File: src/rtl/mem_port_arbiter_pkg.sv
// Shared types and constants for the fetch/data memory port arbiter.
package mem_port_arbiter_pkg;

    typedef enum logic [1:0] {
        ST_IDLE = 2'd0,
        ST_WAIT = 2'd1,
        ST_DONE = 2'd2
    } state_e;

    localparam logic SEL_IF = 1'b0;
    localparam logic SEL_DM = 1'b1;

endpackage

File: src/rtl/mem_port_arbiter_if.sv
// Requester/memory bundle of the arbiter; slave = arbiter side.
interface mem_port_arbiter_if #(
    parameter int DATA_WIDTH = 32
);
    logic                  if_req;
    logic                  dm_req;
    logic                  dm_we;
    logic                  mem_ack;
    logic [DATA_WIDTH-1:0] mem_rdata;
    logic                  mem_sel;
    logic                  mem_req;
    logic                  mem_we;
    logic                  if_done;
    logic                  dm_done;
    logic                  err;
    logic [DATA_WIDTH-1:0] rdata;
    logic                  busy;

    modport master (
        output if_req, dm_req, dm_we, mem_ack, mem_rdata,
        input  mem_sel, mem_req, mem_we, if_done, dm_done,
        input  err, rdata, busy
    );

    modport slave (
        input  if_req, dm_req, dm_we, mem_ack, mem_rdata,
        output mem_sel, mem_req, mem_we, if_done, dm_done,
        output err, rdata, busy
    );
endinterface

File: src/rtl/mem_port_arbiter_rr_pick2.sv
// Two-way round-robin pick: ties go to the requester that did not win last.
module rr_pick2
    import mem_port_arbiter_pkg::*;
(
    input  logic [1:0] req,
    input  logic       last,
    output logic       valid,
    output logic       winner
);

    always_comb begin
        valid  = |req;
        winner = req[1] ? SEL_DM : SEL_IF;
        if (req == 2'b11)
            winner = ~last;
    end

endmodule

File: src/rtl/mem_port_arbiter.sv
// Shares one memory port between fetch and data with round-robin
// grants, per-access sequencing and an optional wait timeout.
module mem_port_arbiter
    import mem_port_arbiter_pkg::*;
#(
    parameter int DATA_WIDTH = 32,
    parameter int TIMEOUT    = 16,
    parameter int CNT_WIDTH  = 5
) (
    input logic              clk,
    input logic              rst_n,
    mem_port_arbiter_if.slave bus
);

    localparam logic [CNT_WIDTH-1:0] TO_LAST = CNT_WIDTH'(TIMEOUT - 1);

    state_e                state_q, state_d;
    logic                  sel_q, sel_d;
    logic                  req_q, req_d;
    logic                  we_q, we_d;
    logic                  if_done_q, if_done_d;
    logic                  dm_done_q, dm_done_d;
    logic                  err_q, err_d;
    logic [DATA_WIDTH-1:0] rdata_q, rdata_d;
    logic [CNT_WIDTH-1:0]  cnt_q, cnt_d;
    logic                  last_q, last_d;

    logic pick_valid;
    logic pick_winner;

    rr_pick2 u_pick (
        .req    ({bus.dm_req, bus.if_req}),
        .last   (last_q),
        .valid  (pick_valid),
        .winner (pick_winner)
    );

    always_comb begin
        state_d   = state_q;
        sel_d     = sel_q;
        req_d     = req_q;
        we_d      = we_q;
        if_done_d = 1'b0;
        dm_done_d = 1'b0;
        err_d     = err_q;
        rdata_d   = rdata_q;
        cnt_d     = cnt_q;
        last_d    = last_q;
        unique case (state_q)
            ST_IDLE: begin
                err_d = 1'b0;
                cnt_d = '0;
                if (pick_valid) begin
                    sel_d   = pick_winner;
                    we_d    = pick_winner & bus.dm_we;
                    last_d  = pick_winner;
                    req_d   = 1'b1;
                    state_d = ST_WAIT;
                end
            end
            ST_WAIT: begin
                if (bus.mem_ack) begin
                    rdata_d   = bus.mem_rdata;
                    err_d     = 1'b0;
                    req_d     = 1'b0;
                    we_d      = 1'b0;
                    if_done_d = (sel_q == SEL_IF);
                    dm_done_d = (sel_q == SEL_DM);
                    state_d   = ST_DONE;
                end else if (TIMEOUT != 0 && cnt_q == TO_LAST) begin
                    rdata_d   = '0;
                    err_d     = 1'b1;
                    req_d     = 1'b0;
                    we_d      = 1'b0;
                    if_done_d = (sel_q == SEL_IF);
                    dm_done_d = (sel_q == SEL_DM);
                    state_d   = ST_DONE;
                end else if (cnt_q != '1) begin
                    cnt_d = cnt_q + 1'b1;
                end
            end
            ST_DONE: begin
                err_d   = 1'b0;
                cnt_d   = '0;
                state_d = ST_IDLE;
            end
            default: state_d = ST_IDLE;
        endcase
    end

    // last resets to DM so the first tie after reset goes to fetch
    always_ff @(posedge clk or negedge rst_n) begin
        if (!rst_n) begin
            state_q   <= ST_IDLE;
            sel_q     <= SEL_IF;
            req_q     <= 1'b0;
            we_q      <= 1'b0;
            if_done_q <= 1'b0;
            dm_done_q <= 1'b0;
            err_q     <= 1'b0;
            rdata_q   <= '0;
            cnt_q     <= '0;
            last_q    <= SEL_DM;
        end else begin
            state_q   <= state_d;
            sel_q     <= sel_d;
            req_q     <= req_d;
            we_q      <= we_d;
            if_done_q <= if_done_d;
            dm_done_q <= dm_done_d;
            err_q     <= err_d;
            rdata_q   <= rdata_d;
            cnt_q     <= cnt_d;
            last_q    <= last_d;
        end
    end

    assign bus.mem_sel = sel_q;
    assign bus.mem_req = req_q;
    assign bus.mem_we  = we_q;
    assign bus.if_done = if_done_q;
    assign bus.dm_done = dm_done_q;
    assign bus.err     = err_q;
    assign bus.rdata   = rdata_q;
    assign bus.busy    = (state_q != ST_IDLE);

endmodule

File: src/flat_wrapper.sv
// flat-port wrapper written by rule: the top's interface ports become plain ports
module mem_port_arbiter_flat import mem_port_arbiter_pkg::*;
#(
    parameter int DATA_WIDTH = 32,
    parameter int TIMEOUT    = 16,
    parameter int CNT_WIDTH  = 5
)
  (clk, rst_n, bus_if_req, bus_dm_req, bus_dm_we, bus_mem_ack, bus_mem_rdata, bus_mem_sel, bus_mem_req, bus_mem_we, bus_if_done, bus_dm_done, bus_err, bus_rdata, bus_busy);
  mem_port_arbiter_if #(.DATA_WIDTH(DATA_WIDTH)) bus_i ();
  input logic clk;
  input logic rst_n;
  input wire logic [$bits(bus_i.if_req)-1:0] bus_if_req;
  input wire logic [$bits(bus_i.dm_req)-1:0] bus_dm_req;
  input wire logic [$bits(bus_i.dm_we)-1:0] bus_dm_we;
  input wire logic [$bits(bus_i.mem_ack)-1:0] bus_mem_ack;
  input wire logic [$bits(bus_i.mem_rdata)-1:0] bus_mem_rdata;
  output wire logic [$bits(bus_i.mem_sel)-1:0] bus_mem_sel;
  output wire logic [$bits(bus_i.mem_req)-1:0] bus_mem_req;
  output wire logic [$bits(bus_i.mem_we)-1:0] bus_mem_we;
  output wire logic [$bits(bus_i.if_done)-1:0] bus_if_done;
  output wire logic [$bits(bus_i.dm_done)-1:0] bus_dm_done;
  output wire logic [$bits(bus_i.err)-1:0] bus_err;
  output wire logic [$bits(bus_i.rdata)-1:0] bus_rdata;
  output wire logic [$bits(bus_i.busy)-1:0] bus_busy;
  assign bus_i.if_req = bus_if_req;
  assign bus_i.dm_req = bus_dm_req;
  assign bus_i.dm_we = bus_dm_we;
  assign bus_i.mem_ack = bus_mem_ack;
  assign bus_i.mem_rdata = bus_mem_rdata;
  assign bus_mem_sel = bus_i.mem_sel;
  assign bus_mem_req = bus_i.mem_req;
  assign bus_mem_we = bus_i.mem_we;
  assign bus_if_done = bus_i.if_done;
  assign bus_dm_done = bus_i.dm_done;
  assign bus_err = bus_i.err;
  assign bus_rdata = bus_i.rdata;
  assign bus_busy = bus_i.busy;
  mem_port_arbiter #(.DATA_WIDTH(DATA_WIDTH), .TIMEOUT(TIMEOUT), .CNT_WIDTH(CNT_WIDTH)) u_core (.clk(clk), .rst_n(rst_n), .bus(bus_i));
endmodule
File: config.mk
export PLATFORM = sky130hd
export DESIGN_NAME = mem_port_arbiter_flat
export DESIGN_NICKNAME = d
export VERILOG_FILES = /design/src/rtl/mem_port_arbiter_pkg.sv /design/src/rtl/mem_port_arbiter_if.sv /design/src/rtl/mem_port_arbiter_rr_pick2.sv /design/src/rtl/mem_port_arbiter.sv /design/src/flat_wrapper.sv
export SDC_FILE = /design/constraint.sdc
export NUM_CORES = 1
export LEC_CHECK = 0
export CAP_MARGIN = 20
export CORE_ASPECT_RATIO = 2
export CORE_UTILIZATION = 47
export CTS_BUF_LIST = sky130_fd_sc_hd__clkbuf_8
export DETAILED_ROUTE_END_ITERATION = 7
export PLACE_DENSITY_LB_ADDON = 0.1
export SLEW_MARGIN = 5
export SYNTH_ARGS = -nofsm -noshare
export SYNTH_HDL_FRONTEND = slang
export SYNTH_HIERARCHICAL = 1
export SYNTH_SLANG_ARGS = --single-unit
export TNS_END_PERCENT = 100
File: constraint.sdc
create_clock -name clk -period 6.2 [get_ports clk]
set_clock_uncertainty 0.15 [all_clocks]
set_input_delay 1.24 -clock clk [delete_from_list [all_inputs] [get_ports clk]]
set_output_delay 1.24 -clock clk [all_outputs]
set_load 0.02 [all_outputs]
==> impl_metrics.py <==
metrics = {
    "floorplanning": {
        "die-area_sq_um": 4140,
        "io_pins": 77,
        "coreArea_sq_um": 3650,
        "num_rows": 31,
        "initial_core_util": 0.499,
        "die_x_um": 46.0,
        "die_h_um": 90.0,
    },
    "power": {
        "power_density_nw_per_um2": 516,
        "leakage_uw": 0.00122,
        "vdd_drop_max_v": 0.000323,
    },
    "placement": {
        "io_buffer_count": 76,
        "gp_congestion": 0.734,
        "place_ws_ps": 2740,
        "hpwlAfterDp_mm": 2.97,
    },
    "detailed_routing": {
        "wl_per_cell_um": 16.4,
        "ant_nets": 0,
        "vias_per_cell": 5.28,
        "drc_errors": 0,
        "drt_pass1_iterations": 4,
        "routed_wl_mm": 4.20,
        "dr_total_vias": 1351,
        "drt_iter0_markers": 21,
    },
    "clock_tree": {
        "cts_setup_buffers": 0,
        "clock-sinks": 46,
        "ctsLongestPathBuffers": 2,
        "clkTransAtPathRegs_ps": 80,
        "clkLatencyLatePin_ps": 290,
        "cts_tree": "done",
        "cts_buffers": 5,
        "ctsHoldBuffers": 0,
        "clock-root-buffer": "clkbuf_8",
        "htreeDepth": 2,
        "cts.repair.resized": 0,
    },
    "global_route": {
        "met3_usage": 0.0462,
        "grt-ovfl-total": 0,
        "grt-busiest-layer": "met2",
        "met1_usage": 0.284,
        "antenna_found_initial": 0,
        "use_met2": 0.342,
        "grt_max_degree": 47,
        "grt_pass1_vias": 1403,
        "grt_pass1_wl_mm": 6.60,
        "grt.total_usage": 0.221,
    },
    "final_layout": {
        "multi_input_area_sq_um": 584,
        "seqCellArea_sq_um": 1150,
        "area_delta_synth_final_pct": 48.8,
        "utilization": 0.742,
        "layout_common_cells": "clkdlybuf4s50_1 (75), dfrtp_1 (45), a22o_1 (27)",
        "drive_gt1_frac": 0.101,
        "nets": 247,
        "fillers": 279,
        "antennaDiodeCount": 0,
        "layout_commonest_cell": "clkdlybuf4s50_1",
    },
    "yosys": {
        "synth_area_sq_um": 1820,
        "synthDistinctLibCells": 32,
        "syn-num-nets": 172,
        "ys_seq_area_frac": 0.633,
        "synth_seq_cells": 46,
        "avgSynthCellArea_sq_um": 13.9,
        "synth_cells": 131,
        "yosys_warnings": 6,
    },
    "setup_path": {
        "cp.required_ps": 4810,
        "worst-setup-path-type": "register to output port",
        "endpoint_kind": "output port",
        "cpPeakStageDelay_ps": 530,
        "critPathMaxFanout": 15,
        "arrival_ps": 1700,
        "cpMaxStageDelayCell": "dfrtp_1",
        "path_cells": "or2_2, clkdlybuf4s50_1",
        "critPathLaunchType": "register",
    },
    "sta": {
        "hold_viol": 0,
        "holdWs_ps": 347,
        "setup_tns_ps": 0,
        "post-route-min-period_ps": 3090,
        "finalCritPeriodShare": 0.498,
        "max-slew-margin-rel": 0.367,
        "worst_pin_slew_ps": 950,
        "finalSetupViolations": 0,
        "rsz0062_at_grt": "false",
        "fmax_mhz": 324,
        "slew_viol_final": 0,
        "fin_ws_ps": 3110,
    },
    "run": {
        "maxCapViolations": 0,
    },
    "outcome": {
        "status": "finished, final reports clean",
    },
    "hold_path": {
        "hold_class": "register to register",
    },
}
synthesized netlist by cell type:
cell | instances | area, sq um
a21boi_1 | 1 | 7.51
a21o_1 | 1 | 7.51
a21oi_1 | 3 | 15.0
a22o_1 | 27 | 236
a22o_2 | 5 | 50.1
and2_1 | 1 | 6.26
and3_1 | 1 | 6.26
and3b_2 | 1 | 10.0
buf_2 | 3 | 15.0
buf_6 | 4 | 45.0
clkbuf_1 | 2 | 7.51
dfrtp_1 | 45 | 1130
dfstp_2 | 1 | 26.3
ha_1 | 3 | 37.5
inv_1 | 4 | 15.0
mux2_2 | 2 | 22.5
mux2i_1 | 3 | 30.0
nand2_1 | 6 | 22.5
nand2b_1 | 3 | 18.8
nand4_1 | 1 | 6.26
nand4b_1 | 1 | 8.76
nor2_1 | 3 | 11.3
nor2_2 | 1 | 6.26
nor2b_1 | 1 | 6.26
nor4_4 | 1 | 21.3
o211a_1 | 1 | 10.0
o21a_1 | 1 | 7.51
o22ai_1 | 1 | 6.26
or2_1 | 1 | 6.26
or2_2 | 1 | 6.26
or3b_1 | 1 | 8.76
xor2_1 | 1 | 8.76
path summary, 6_finish.rpt:
| path | from | endpoint | slack [ps] | cells after the start |
|---|---|---|---|---|
| worst min register to register | u_core/bus.mem_sel | u_core/bus.if_done | 350 | 1 |
| min in group asynchronous | rst_n | u_core/bus.if_done | 940 | 1 |
| worst max register to register | u_core/cnt_q[0] | u_core/bus.rdata[19] | 3680 | 7 |
| max in group asynchronous | rst_n | u_core/bus.rdata[9] | 4370 | 1 |
| worst min-delay path | u_core/bus.mem_sel | u_core/bus.if_done | 350 | 1 |
| worst max-delay path | u_core/state_q[0] | bus_busy | 3110 | 2 |
registers in the layout (all words and copies together) (netlist names):
signal              cells
u_core/bus.err          1
u_core/bus.if_done      1
u_core/last_q           1
u_core/cnt_q            5
u_core/bus.mem_req      1
u_core/bus.mem_sel      1
u_core/bus.rdata       32
u_core/bus.mem_we       1
u_core/state_q          2
u_core/bus.dm_done      1
area by class of cell:
type | instances | area share
repair buffers | 77 | 0.289
clock inverters | 3 | 0.0153
flip-flops and latches | 46 | 0.426
well taps | 49 | 0.0227
clock buffers | 5 | 0.0254
inverters | 4 | 0.00555
multi-input cells | 72 | 0.216
where the power goes:
group / switching, uW / internal [uW]
combinational: 306 / 348
sequential: 94.5 / 431
clock: 99.5 / 119
total: 500 / 897
logic make-up after synthesis:
group,share of synthesized area
buf+inv,0.0454
xor+xnor,0.00482
flops,0.633
mux,0.0289
compound gates,0.187
simple gates,0.0798
fa+ha+maj,0.0206
critical path: cells and delay by family, from the launching register on:
kind	cells	cell delay [ps]
buf+inv	1	530
flops	1	530
simple gates	1	350
stage by stage:
| step | power (uW) | instances | instance area, sq um |
|---|---|---|---|
| 2_1_floorplan | 868 | 131 | 1820 |
| 3_3_place_gp | 1150 | 247 | 2570 |
| 3_5_place_dp | 1170 | 247 | 2570 |
| 4_1_cts | 1390 | 255 | 2680 |
| 5_1_grt | 1470 | 256 | 2710 |
| 6_report | 1400 | 256 | 2710 |
per-layer routing:
metal | vias up | part of all wire | wire length (um)
met3 | 9 | 0.037 | 154
met2 | 47 | 0.56 | 2350
met1 | 673 | 0.38 | 1590
met5 | - | 0 | 0
met4 | 0 | 0.025 | 104
li1 | 622 | - | -
Note: power is estimated with default switching activity, not from simulation.
